`config.mk`:
```
export PLATFORM = sky130hd
export DESIGN_NAME = note_glyph_gen
export DESIGN_NICKNAME = d
export VERILOG_FILES = /design/src/rtl/note_glyph_gen.sv
export SDC_FILE = /design/constraint.sdc
export NUM_CORES = 1
export LEC_CHECK = 0
export BUFFER_PORTS_ARGS = -buffer_cell sky130_fd_sc_hd__buf_4
export CORE_ASPECT_RATIO = 1.75
export CORE_MARGIN = 2
export CORE_UTILIZATION = 50
export DETAILED_ROUTE_END_ITERATION = 8
export GPL_ROUTABILITY_DRIVEN = 0
export HOLD_SLACK_MARGIN = 0.15
export PLACE_DENSITY = 0.7
export SYNTH_ARGS = -nofsm -noshare
export SYNTH_HDL_FRONTEND = slang
export SYNTH_SLANG_ARGS = --single-unit
```
`constraint.sdc`:
```
create_clock -name clk -period 5.5 [get_ports clk]
set_input_delay 1.1 -clock clk [delete_from_list [all_inputs] [get_ports clk]]
set_output_delay 1.1 -clock clk [all_outputs]
set_load 0.01 [all_outputs]
```
`src/rtl/note_glyph_gen.sv`:
```
// note_glyph_gen: renders a note code as three 8x16 text glyphs ("L1 ", "---", ...).
// The lines are built one byte per cycle in a shadow buffer and committed atomically.
// Optional feature: define NOTE_GLYPH_SHARP_EN to show '#' in slot 2 for sharp notes.
module note_glyph_gen (
    input  logic        clk,
    input  logic        rst_n,
    input  logic        note_valid,
    input  logic [4:0]  note_code,
    input  logic        note_sharp,
    output logic        busy,
    output logic        done,
    output logic [23:0] char_line0,
    output logic [23:0] char_line1,
    output logic [23:0] char_line2,
    output logic [23:0] char_line3,
    output logic [23:0] char_line4,
    output logic [23:0] char_line5,
    output logic [23:0] char_line6,
    output logic [23:0] char_line7,
    output logic [23:0] char_line8,
    output logic [23:0] char_line9,
    output logic [23:0] char_linea,
    output logic [23:0] char_lineb,
    output logic [23:0] char_linec,
    output logic [23:0] char_lined,
    output logic [23:0] char_linee,
    output logic [23:0] char_linef
);

    typedef enum logic [1:0] {StIdle, StBuild, StCommit} state_e;
    typedef enum logic [3:0] {
        GSpace, GDash, GL, GM, GH, GD1, GD2, GD3, GD4, GD5, GD6, GD7, GSharp
    } glyph_e;

    // Bitmaps for glyph rows 3..13, row 3 in the top byte.
    localparam logic [87:0] BmpDash = 88'h00_00_00_00_00_7E_00_00_00_00_00;
    localparam logic [87:0] BmpL    = 88'hF0_60_60_60_60_60_60_60_62_66_FE;
    localparam logic [87:0] BmpM    = 88'hC3_E7_FF_DB_C3_C3_C3_C3_C3_C3_C3;
    localparam logic [87:0] BmpH    = 88'hF7_63_63_63_63_7F_63_63_63_63_F7;
    localparam logic [87:0] Bmp1    = 88'h18_78_18_18_18_18_18_18_18_18_7E;
    localparam logic [87:0] Bmp2    = 88'h3C_66_06_0C_18_30_60_60_60_66_7E;
    localparam logic [87:0] Bmp3    = 88'h3C_66_06_06_1C_06_06_06_06_66_3C;
    localparam logic [87:0] Bmp4    = 88'h0C_1C_3C_6C_CC_FE_0C_0C_0C_0C_1E;
    localparam logic [87:0] Bmp5    = 88'h7E_60_60_60_7C_06_06_06_06_66_3C;
    localparam logic [87:0] Bmp6    = 88'h3C_66_60_60_7C_66_66_66_66_66_3C;
    localparam logic [87:0] Bmp7    = 88'h7E_66_06_0C_18_18_18_18_18_18_18;
`ifdef NOTE_GLYPH_SHARP_EN
    localparam logic [87:0] BmpSharp = 88'h00_24_24_7E_24_24_24_7E_24_24_00;
`endif

    function automatic logic [7:0] glyph_row(input glyph_e g, input logic [3:0] row);
        logic [87:0] bmp;
        logic [3:0]  idx;
        logic [6:0]  sh;
        case (g)
            GDash:   bmp = BmpDash;
            GL:      bmp = BmpL;
            GM:      bmp = BmpM;
            GH:      bmp = BmpH;
            GD1:     bmp = Bmp1;
            GD2:     bmp = Bmp2;
            GD3:     bmp = Bmp3;
            GD4:     bmp = Bmp4;
            GD5:     bmp = Bmp5;
            GD6:     bmp = Bmp6;
            GD7:     bmp = Bmp7;
`ifdef NOTE_GLYPH_SHARP_EN
            GSharp:  bmp = BmpSharp;
`endif
            default: bmp = '0;
        endcase
        if (row < 4'd3 || row > 4'd13) begin
            return 8'h00;
        end
        idx = row - 4'd3;
        sh  = 7'(8 * (4'd10 - idx));
        return bmp[sh +: 8];
    endfunction

    state_e      r_state;
    logic [4:0]  r_code;
    logic        r_sharp;
    logic        r_pend_vld;
    logic [4:0]  r_pend_code;
    logic        r_pend_sharp;
    logic [3:0]  r_row;
    logic [1:0]  r_slot;
    logic        r_busy;
    logic        r_done;
    logic [23:0] r_shadow [16];
    logic [23:0] r_line   [16];

    logic        w_sharp_in;
    logic [4:0]  w_c;
    logic [2:0]  w_d;
    glyph_e      w_slot_g [3];
    glyph_e      w_glyph;
    logic [7:0]  w_byte;

`ifdef NOTE_GLYPH_SHARP_EN
    assign w_sharp_in = note_sharp;
`else
    logic w_unused_sharp;
    assign w_unused_sharp = note_sharp;
    assign w_sharp_in     = 1'b0;
`endif

    // Decode the latched note into three glyph ids and pick the byte for this build step.
    always_comb begin
        w_c         = r_code - 5'd1;
        w_d         = 3'd0;
        w_slot_g[0] = GSpace;
        w_slot_g[1] = GSpace;
        w_slot_g[2] = GSpace;
        if (r_code == 5'd0) begin
            w_slot_g[0] = GDash;
            w_slot_g[1] = GDash;
            w_slot_g[2] = GDash;
        end else if (r_code <= 5'd21) begin
            if (w_c < 5'd7) begin
                w_slot_g[0] = GL;
                w_d         = w_c[2:0];
            end else if (w_c < 5'd14) begin
                w_slot_g[0] = GM;
                w_d         = 3'(w_c - 5'd7);
            end else begin
                w_slot_g[0] = GH;
                w_d         = 3'(w_c - 5'd14);
            end
            w_slot_g[1] = glyph_e'(4'(GD1) + 4'(w_d));
`ifdef NOTE_GLYPH_SHARP_EN
            if (r_sharp) begin
                w_slot_g[2] = GSharp;
            end
`endif
        end
        w_glyph = (r_slot == 2'd0) ? w_slot_g[0] :
                  (r_slot == 2'd1) ? w_slot_g[1] : w_slot_g[2];
        w_byte  = glyph_row(w_glyph, r_row);
    end

    // Control FSM, pending request, shadow build and atomic commit.
    always_ff @(posedge clk or negedge rst_n) begin
        if (!rst_n) begin
            r_state      <= StIdle;
            r_code       <= 5'd0;
            r_sharp      <= 1'b0;
            r_pend_vld   <= 1'b0;
            r_pend_code  <= 5'd0;
            r_pend_sharp <= 1'b0;
            r_row        <= 4'd0;
            r_slot       <= 2'd0;
            r_busy       <= 1'b0;
            r_done       <= 1'b0;
            for (int i = 0; i < 16; i++) begin
                r_shadow[i] <= 24'h0;
                r_line[i]   <= 24'h0;
            end
        end else begin
            r_done <= 1'b0;
            // Stays high through the done cycle, drops once back in idle with nothing queued.
            r_busy <= (r_state != StIdle) || note_valid || r_pend_vld;
            case (r_state)
                StIdle: begin
                    r_row  <= 4'd0;
                    r_slot <= 2'd0;
                    if (note_valid) begin
                        // A fresh request beats a queued one; the queued one is dropped.
                        r_code     <= note_code;
                        r_sharp    <= w_sharp_in;
                        r_pend_vld <= 1'b0;
                        r_state    <= StBuild;
                    end else if (r_pend_vld) begin
                        r_code     <= r_pend_code;
                        r_sharp    <= r_pend_sharp;
                        r_pend_vld <= 1'b0;
                        r_state    <= StBuild;
                    end
                end
                StBuild: begin
                    case (r_slot)
                        2'd0:    r_shadow[r_row][23:16] <= w_byte;
                        2'd1:    r_shadow[r_row][15:8]  <= w_byte;
                        default: r_shadow[r_row][7:0]   <= w_byte;
                    endcase
                    if (r_slot == 2'd2) begin
                        r_slot <= 2'd0;
                        r_row  <= r_row + 4'd1;
                        if (r_row == 4'd15) begin
                            r_state <= StCommit;
                        end
                    end else begin
                        r_slot <= r_slot + 2'd1;
                    end
                end
                StCommit: begin
                    for (int i = 0; i < 16; i++) begin
                        r_line[i] <= r_shadow[i];
                    end
                    r_done  <= 1'b1;
                    r_state <= StIdle;
                end
                default: r_state <= StIdle;
            endcase
            if (r_state != StIdle && note_valid) begin
                r_pend_vld   <= 1'b1;
                r_pend_code  <= note_code;
                r_pend_sharp <= w_sharp_in;
            end
        end
    end

    assign busy       = r_busy;
    assign done       = r_done;
    assign char_line0 = r_line[0];
    assign char_line1 = r_line[1];
    assign char_line2 = r_line[2];
    assign char_line3 = r_line[3];
    assign char_line4 = r_line[4];
    assign char_line5 = r_line[5];
    assign char_line6 = r_line[6];
    assign char_line7 = r_line[7];
    assign char_line8 = r_line[8];
    assign char_line9 = r_line[9];
    assign char_linea = r_line[10];
    assign char_lineb = r_line[11];
    assign char_linec = r_line[12];
    assign char_lined = r_line[13];
    assign char_linee = r_line[14];
    assign char_linef = r_line[15];

endmodule

```
After elaboration in Yosys (flattened, before gate mapping)
Memory sizes are Yosys's and may differ from the RTL's.
Cells that the tools add are included.
Storage, ports and cells
  ROM bits: 1408
  memories: 1
  input port bits: 9
  flip-flop bits (word level): 789
  output and inout port bits: 386
Memories
  (name not given): words 16, bits a word 88, read ports 1, clocked after memory_dff 0, wr ports 0, line 55  | case (g)
Cells by class
  $add $sub $neg: 8
  equal/unequal tests: 8
  bitwise gates (word level): 1
  magnitude comparators: 7
  shift operators: 1
  reduce and logical (&&, ||, !) cells: 15
  mux-type cells: 38
Operators by type and width (count)
  384-bit bitwise mux: 3
  384-bit one-hot mux with 2 select lines: 1
  24-bit demux with 4-bit select: 3
  88-bit by 8-bit indexed part select with 8-bit output: 1
  24-bit two-way mux: 1
  8-bit two-way mux: 3
  3-bit two-way mux: 6
  16-bit two-way mux: 1
  7-bit two-way mux: 2
  4-bit two-way mux: 3
  2-bit two-way mux: 5
  5-bit two-way mux: 2
  2-bit one-hot mux with 2 select lines: 2
  4-bit one-hot mux with 2 select lines: 1
  2-bit nonzero test: 4
  3-bit subtractor, second input constant: 2
  5-bit greater-or-equal comparator, second input constant: 1
  5-bit less-or-equal comparator, second input constant: 1
  5-bit zero test: 1
  5-bit by 1-bit < comparator with 1-bit output, second input constant: 1
  5-bit by 3-bit < comparator with 1-bit output, second input constant: 1
  5-bit by 4-bit < comparator with 1-bit output, second input constant: 1
  1-bit two-way mux: 5
  4-bit inverter with 5-bit output: 1
  18 further kinds: 26

Logic depth before layout (Yosys ltp)
Gate-level depths: netlist of run 1.
An unclocked memory read counts as a cell.
  word-level depth: 16
  gate-level depth with buffers: 25
  gate-level depth less buffers: 21

Least setup slack after synthesis of run 1
Ideal clock, no wire load.
  path type: flip-flop to flip-flop
  start: register r_code[0]
  end: register with a tool-made name
  data required time: 5.404 ns
  stages on the path, launching flop included: 24
  library setup time: 0.096 ns
  slack: 0.573 ns
  arrival time: 4.831 ns
  buffers on the path: 5
  clock period less this slack: 4.927 ns
  path through: dfrtp_1 -> buf_2 -> inv_1 -> ha_1 -> xor2_1 -> ha_1 -> buf_2 -> a21oi_1 -> or3_1 -> and2_1 -> a21oi_1 -> ha_1 -> nand2_1 -> a21oi_1 -> ha_1 -> clkbuf_1 -> inv_1 -> nor4_1 -> a211oi_1 -> o41ai_1 -> o211ai_1 -> buf_2 -> buf_4 -> o31ai_1
RTL lines
  from (decl): line 81  | logic [4:0] r_code;
  from (signal assigned): line 169  | r_code <= note_code;
  from (signal assigned): line 174  | r_code <= r_pend_code;

==> results of run 1 <==
critical path, cell delays in order, from the launching register on:
cell	delay [ps]
dfrtp_1	390
inv_1	120
ha_1	200
xor2_1	310
ha_2	370
a21oi_1	80
or3_1	370
and2_1	230
a21oi_1	150
ha_1	260
nand2_1	70
a21oi_1	130
inv_1	190
ha_1	250
o211ai_1	110
a221oi_1	440
a211oi_1	200
o41ai_1	350
o211ai_1	230
buf_12	260
o31ai_1	270
stage by stage:
stage	utilization [%]	power, µW
2_1_floorplan	-	8570
3_3_place_gp	57.2	10300
3_5_place_dp	57.2	10300
4_1_cts	61.0	15400
5_1_grt	61.0	16000
6_report	61.0	15400
layout make-up:
type                       instances  area, µm²  share of cell area, %
tap                              799       1000                   2.63
timing repair buffer             503       4050                   10.7
clock inverter                    26        338                  0.890
sequential                       789      19700                   52.0
clock buffer                      97       2040                   5.38
multi-input combinational       2328      10700                   28.3
inverter                          16       67.6                  0.178
cell families (layout without fill, tap and decap cells):
logic type / count (synthesis) / after routing
AND/OR/NAND/NOR: 1742 / 1742
flip-flops: 789 / 789
AO/OA/AOI/OAI: 547 / 547
buffers and inverters: 249 / 642
adder cells (fa/ha/maj): 18 / 18
multiplexers: 15 / 15
XOR/XNOR: 6 / 6
final timing paths:
kind	from	endpoint	slack [ps]	cells past startpoint
worst min-delay path	register	char_linea[9]	460	2
worst max-delay path	r_code[0]	register	380	20
worst max register to register	r_code[0]	register	380	20
min in group asynchronous	rst_n	char_line1[21]	500	1
worst min register to register	register	char_linea[9]	460	2
max in group asynchronous	rst_n	char_linea[16]	3760	2
power breakdown:
| group | total (µW) | internal (µW) | switching (µW) |
|---|---|---|---|
| clock | 5060 | 2860 | 2200 |
| sequential | 6210 | 6010 | 204 |
| combinational | 4100 | 1350 | 2760 |
| total | 15400 | 10200 | 5160 |
cell usage in the layout, fill, tap and decap left out, types with 5 or more instances in the layout:
cell,Yosys,layout
inv_1,12,12
buf_12,0,21
and3_1,8,8
nand2_1,1574,1574
nand3_1,52,51
a21oi_1,30,30
a31oi_1,9,9
clkbuf_1,185,8
nor2_1,41,40
bufinv_16,0,5
clkbuf_8,0,19
mux2i_1,9,9
o211ai_1,11,11
nor2b_1,8,7
a211oi_1,10,10
nor4_1,7,7
ha_1,18,17
a21o_1,5,5
nor3_1,17,16
mux2_2,5,5
o41ai_1,17,17
o21ai_0,294,293
a311oi_1,5,5
buf_4,9,481
clkbuf_16,0,70
clkinv_2,0,12
o21ai_1,18,17
o31ai_1,84,84
dfrtp_1,789,789
per-layer routing:
metal / GRT usage, % / wire length [µm] / up-vias
li1: - / - / 11600
met1: 34.9 / 35700 / 11900
met2: 47.2 / 44800 / 783
met3: 3.43 / 4180 / 178
met4: 11.9 / 3890 / 0
met5: 0 / 0 / -
==> reports/metrics.yaml, run 1 <==
fmax_mhz: 195
ys_top_cells_by_area: "dfrtp_1 63%, nand2_1 19%, o21ai_0 4.7%"
avgSynthCellArea_um2: 9.32
relSlewSlack_pct: 16.4
cp.required_ps: 6000
cts.sinks: 789
routed_wl_um: 88600
worst_slack_ps: 384
die_area_um2: 64900
antenna_left: 0
numCtsBuffers: 69
tns_ps: 0
seq_area_frac_synth_pct: 62.9
crit_fanout: 38
grt_max_degree: 148
post-route-period-util_pct: 93.0
critical_path_class: "register to register"
synth-adder-area-share_pct: 0.718
dieHeight_um: 335
dpl_worst_slack_ps: 466
firstDrtPassIters: 5
antenna_found_initial: 0
synth-edff-count: 0
diodes: 0
power_density_nw_per_um2: 405
dp_hpwl_um: 56800
worstHoldPathType: "register to register"
synth_top_area_share_pct: 62.9
synth_xor_area_share_pct: 0.167
layout-drive-gt1-share_pct: 17.5
vdd_drop_max_v: 0.000252
synthFlopType: "dfrtp_1"
netlist_top_cells_count: "1574 x nand2_1, 789 x dfrtp_1, 294 x o21ai_0, 185 x clkbuf_1, 84 x o31ai_1"
die-width_um: 193
hold_viol: 0
grt_first_pass_wirelength_um: 139000
track_usage_pct: 27.4
drv_cap: 0
cts_root_buf: "clkbuf_16"
cts_tree: "done"
worstPathArrival_ps: 5620
fp.coreArea_um2: 62200
final_net_count: 3734
synthSimpleGateAreaFrac_pct: 21.7
synthMuxAreaShare_pct: 0.514
path_clk_slew_ps: 70
synth_compound_area_share_pct: 10.7
ys_types: 77
globalRouteOverflowTotal: 0
design_area_um2: 38000
syn_inst: 3366
cts.htree.levels: 3
fin_skew_ps: 18.9
cts_hold_buf: 0
synthArstFlopShare_pct: 100
syn2layout_area_growth_pct: 21.0
startpoint_type: "register"
wl_per_cell_um: 19.4
synth.most_common_cell: "nand2_1"
ctsResizeCount: 0
p_leak_uw: 0.0199
insertion_delay_ps: 610
post_cts_buffers: 0
holdWs_ps: 458
dp_cells: 4435
setup_violations: 0
clockBufferDepth: 3
stdcell_count: 4558
route.vias.total: 24500
status: "completed"
final.fill_count: 5355
synth_top_family_by_area: "simple AND/OR/NAND/NOR gates"
worstMarginPinSlew_ps: 1250
io_pins: 395
vias_per_cell: 5.38
crit_path_end_kind: "register"
initial_utilization_pct: 50.4
port_buffers: 393
finalMaxSlewViolations: 0
postPlaceCellArea_um2: 35600
synth.cell_area_um2: 31400
grt_pass1_vias: 24000
num_rows: 121
yosysWarnings: 0
rsz0062_at_grt: "false"
synth_seq_cells: 789
syn_nets: 3393
detail_route.drc_violations: 0
synth.largest_area_cell: "dfrtp_1"
fin_crit_ps: 5120
drt_iter0_drc: 1837
Power figures use the tool's default switching activity.
==> run 2, diff against run 1 <==
Settings changed: ABC_AREA set to 1, CAP_MARGIN set to 20, REMOVE_ABC_BUFFERS set to 1.
==> run 2 against run 1 <==
Die area is 1.1% lower. Power is 8.9% higher. Global-route usage is 1.0 points lower. Register-to-register slack better by 250 ps. Largest power group unchanged.
==> reports/metrics.yaml, run 2 <==
status: "completed"  # unchanged
synth_seq_cells: 789  # unchanged
grt_pass1_vias: 22700  # was 24000
power_density_nw_per_um2: 451  # was 405 nW/µm²
final.fill_count: 5343  # was 5355
wl_met3_um: 3970  # was 4180 µm
initial_utilization_pct: 50.6  # was 50.4%
layout_common_cells: "1593 x nand2_1, 789 x dfrtp_1, 419 x buf_4"  # was 1574 x nand2_1, 789 x dfrtp_1, 481 x buf_4
p_int_uw: 10700  # was 10200 µW
insertion_delay_ps: 630  # was 610 ps
final_core_util_pct: 60.6  # was 61.0%
post_cts_buffers: 0  # unchanged
syn_inst: 3391  # was 3366
min_to: "char_line3[4]"  # was char_linea[9]
met1Wirelength_um: 34700  # was 35700 µm
grt_max_degree: 194  # was 148
diodes: 0  # unchanged
ys_types: 35  # was 77
fin_crit_ps: 4860  # was 5120 ps
fin_skew_ps: 21.6  # was 18.9 ps
final_net_count: 3739  # was 3734
switchingPower_uw: 6070  # was 5160 µW
hold_depth: 2  # unchanged
globalRouteOverflowTotal: 0  # unchanged
wl_per_cell_um: 18.4  # was 19.4 µm
track_usage_pct: 26.4  # was 27.4%
r2r_cells: 24  # was 20
netlist_top_cells_count: "1599 x nand2_1, 789 x dfrtp_1, 244 x o21ai_0, 193 x nor2_1, 119 x clkbuf_1"  # was 1574 x nand2_1, 789 x dfrtp_1, 294 x o21ai_0, 185 x clkbuf_1, 84 x o31ai_1
hold_viol: 0  # unchanged
path_clk_slew_ps: 60  # was 70 ps
r2r_start: "r_code[0]"  # unchanged
syn2layout_area_growth_pct: 19.7  # was 21.0%
synthArstFlopShare_pct: 100  # unchanged
ys_top_cells_by_area: "dfrtp_1 64%, nand2_1 19%, o21ai_0 3.9%"  # was dfrtp_1 63%, nand2_1 19%, o21ai_0 4.7%
cts_hold_buf: 0  # unchanged
crit_path_end_kind: "register"  # unchanged
vias_per_cell: 5.15  # was 5.38
seq_power_share_pct: 40.6  # was 40.4%
ctsResizeCount: 0  # unchanged
post-route-period-util_pct: 88.4  # was 93.0%
num_rows: 120  # was 121
comb_power_share_pct: 29.1  # was 26.7%
dp_hpwl_um: 52500  # was 56800 µm
setup_violations: 0  # unchanged
cts.htree.levels: 3  # unchanged
antenna_found_initial: 0  # unchanged
crit_slowest_cell: "nand3_4"  # was a221oi_1
top_layer: "met4"  # unchanged
rsz0062_at_grt: "false"  # unchanged
drv_cap: 0  # unchanged
detail_route.drc_violations: 0  # unchanged
relSlewSlack_pct: 23.1  # was 16.4%
io_pins: 395  # unchanged
synth.largest_area_cell: "dfrtp_1"  # unchanged
startpoint_type: "register"  # unchanged
worstMarginPinSlew_ps: 1150  # was 1250 ps
seq_area_frac_synth_pct: 63.6  # was 62.9%
wl_met2_um: 42100  # was 44800 µm
routed_wl_um: 83700  # was 88600 µm
p_clk_share_pct: 30.3  # was 32.9%
avgSynthCellArea_um2: 9.15  # was 9.32 µm²
crit_path_max_incr_delay_ps: 490  # was 440 ps
dp_cells: 4428  # was 4435
postPlaceCellArea_um2: 34700  # was 35600 µm²
fp.coreArea_um2: 61300  # was 62200 µm²
dpl_worst_slack_ps: 666  # was 466 ps
cp.required_ps: 6040  # was 6000 ps
p_leak_uw: 0.0198  # was 0.0199 µW
synth.most_common_cell: "nand2_1"  # unchanged
firstDrtPassIters: 5  # unchanged
cts_tree: "done"  # unchanged
p_sw_share_pct: 36.2  # was 33.6%
final_common_cell: "nand2_1"  # unchanged
synth.cell_area_um2: 31000  # was 31400 µm²
design_area_um2: 37200  # was 38000 µm²
layout-drive-gt1-share_pct: 18.6  # was 17.5%
worst_slack_ps: 637  # was 384 ps
die-width_um: 192  # was 193 µm
clockBufferDepth: 3  # unchanged
cts.sinks: 789  # unchanged
synthFlopType: "dfrtp_1"  # unchanged
die_area_um2: 64100  # was 64900 µm²
synth_top_area_share_pct: 63.6  # was 62.9%
dieHeight_um: 334  # was 335 µm
ff2ff_setup_slack_ps: 640  # was 380 ps
synth-edff-count: 0  # unchanged
crit_path_cell_trace: "inv_2 > ha_1 > xor2_1 > ha_1 > nand3_1 > nand2_2 > inv_2 > nand3_1 > nand2_2 > ha_1 > nand2_1 > o21ai_1 > inv_2 > ha_1 > inv_1 > nand3_1 > nand2_1 > nand3_1 > nand2_1 > a21oi_1 > o21ai_1 > nand3_4 > buf_12 > o21ai_0"  # was inv_1 > ha_1 > xor2_1 > ha_2 > a21oi_1 > or3_1 > and2_1 > a21oi_1 > ha_1 > nand2_1 > a21oi_1 > inv_1 > ha_1 > o211ai_1 > a221oi_1 > a211oi_1 > o41ai_1 > o211ai_1 > buf_12 > o31ai_1
power_uw: 16800  # was 15400 µW
vdd_drop_max_v: 0.000303  # was 0.000252 V
numCtsBuffers: 71  # was 69
fmax_mhz: 206  # was 195 MHz
grt_first_pass_wirelength_um: 130000  # was 139000 µm
worstHoldPathType: "register to register"  # unchanged
critical_path_class: "register to register"  # unchanged
drt_iter0_drc: 1731  # was 1837
worstPathArrival_ps: 5400  # was 5620 ps
finalMaxSlewViolations: 0  # unchanged
route.vias.total: 23500  # was 24500
port_buffers: 393  # unchanged
antenna_left: 0  # unchanged
cts_root_buf: "clkbuf_16"  # unchanged
crit_fanout: 27  # was 38
stdcell_count: 4556  # was 4558
yosysWarnings: 0  # unchanged
## run 2: cell count changes after synthesis, sizes merged, moves of 17 or more
cell / before / now
buf: 45 / 72
o21ai: 314 / 278
inv: 14 / 54
nor2: 41 / 194
o41ai: 17 / 0
clkbuf: 188 / 119
nand2: 1574 / 1606
o31ai: 84 / 0
a21oi: 30 / 147
## run 2: area by class of cell
cell class | instances | area, µm² | area share, %
multi-input cells | 2352 | 10300 | 27.8
well taps | 793 | 992 | 2.67
inverters | 59 | 229 | 0.616
clock buffers | 99 | 2020 | 5.45
repair buffers | 439 | 3510 | 9.44
flip-flops and latches | 789 | 19700 | 53.1
clock inverters | 25 | 347 | 0.933
## run 2: kinds of logic after synthesis
family	count (synthesis)	synth area share, %
flip-flops	789	63.6
AO/OA/AOI/OAI	440	8.47
AND/OR/NAND/NOR	1890	23.4
XOR/XNOR	4	0.113
adder cells (fa/ha/maj)	18	0.726
buffers and inverters	250	3.62
## run 2: worst max-delay path by stage
stage	from	endpoint	slack, ps
after floorplan	r_state[1]	char_line0[0]	-19520
after global placement	r_code[0]	register	770
after detailed placement	r_code[0]	register	670
after CTS	r_code[0]	register	650
after global routing	r_code[0]	register	180
final	r_code[0]	register	640
## run 2: per-stage QoR
step / hold WS [ps] / TNS (ps)
after floorplan: 435 / -7503330
after global placement: 453 / 0
after detailed placement: 457 / 0
after CTS: 457 / 0
after global routing: 486 / 0
final: 458 / 0
## run 2: metal layers
layer / track usage, % / up-vias
met5: 0 / -
met4: 10.2 / 0
met3: 3.65 / 138
met2: 44.5 / 651
met1: 34.5 / 11400
li1: - / 11300
## run 2: power groups by stage
stage	logic, µW	clock network [µW]	registers, µW
2_1_floorplan	3160	0	6810
3_3_place_gp	4750	0	6870
3_5_place_dp	4810	0	6900
4_1_cts	4830	5180	6790
5_1_grt	5410	5410	6870
6_report	4870	5080	6800
## run 2: worst max-delay path: cells and delay by family (launching register included)
| kind | cells | cell delay, ps |
|---|---|---|
| compound gates | 4 | 780 |
| buf+inv | 5 | 850 |
| simple gates | 10 | 1420 |
| xor+xnor | 1 | 280 |
| flops | 1 | 440 |
| fa+ha+maj | 4 | 970 |
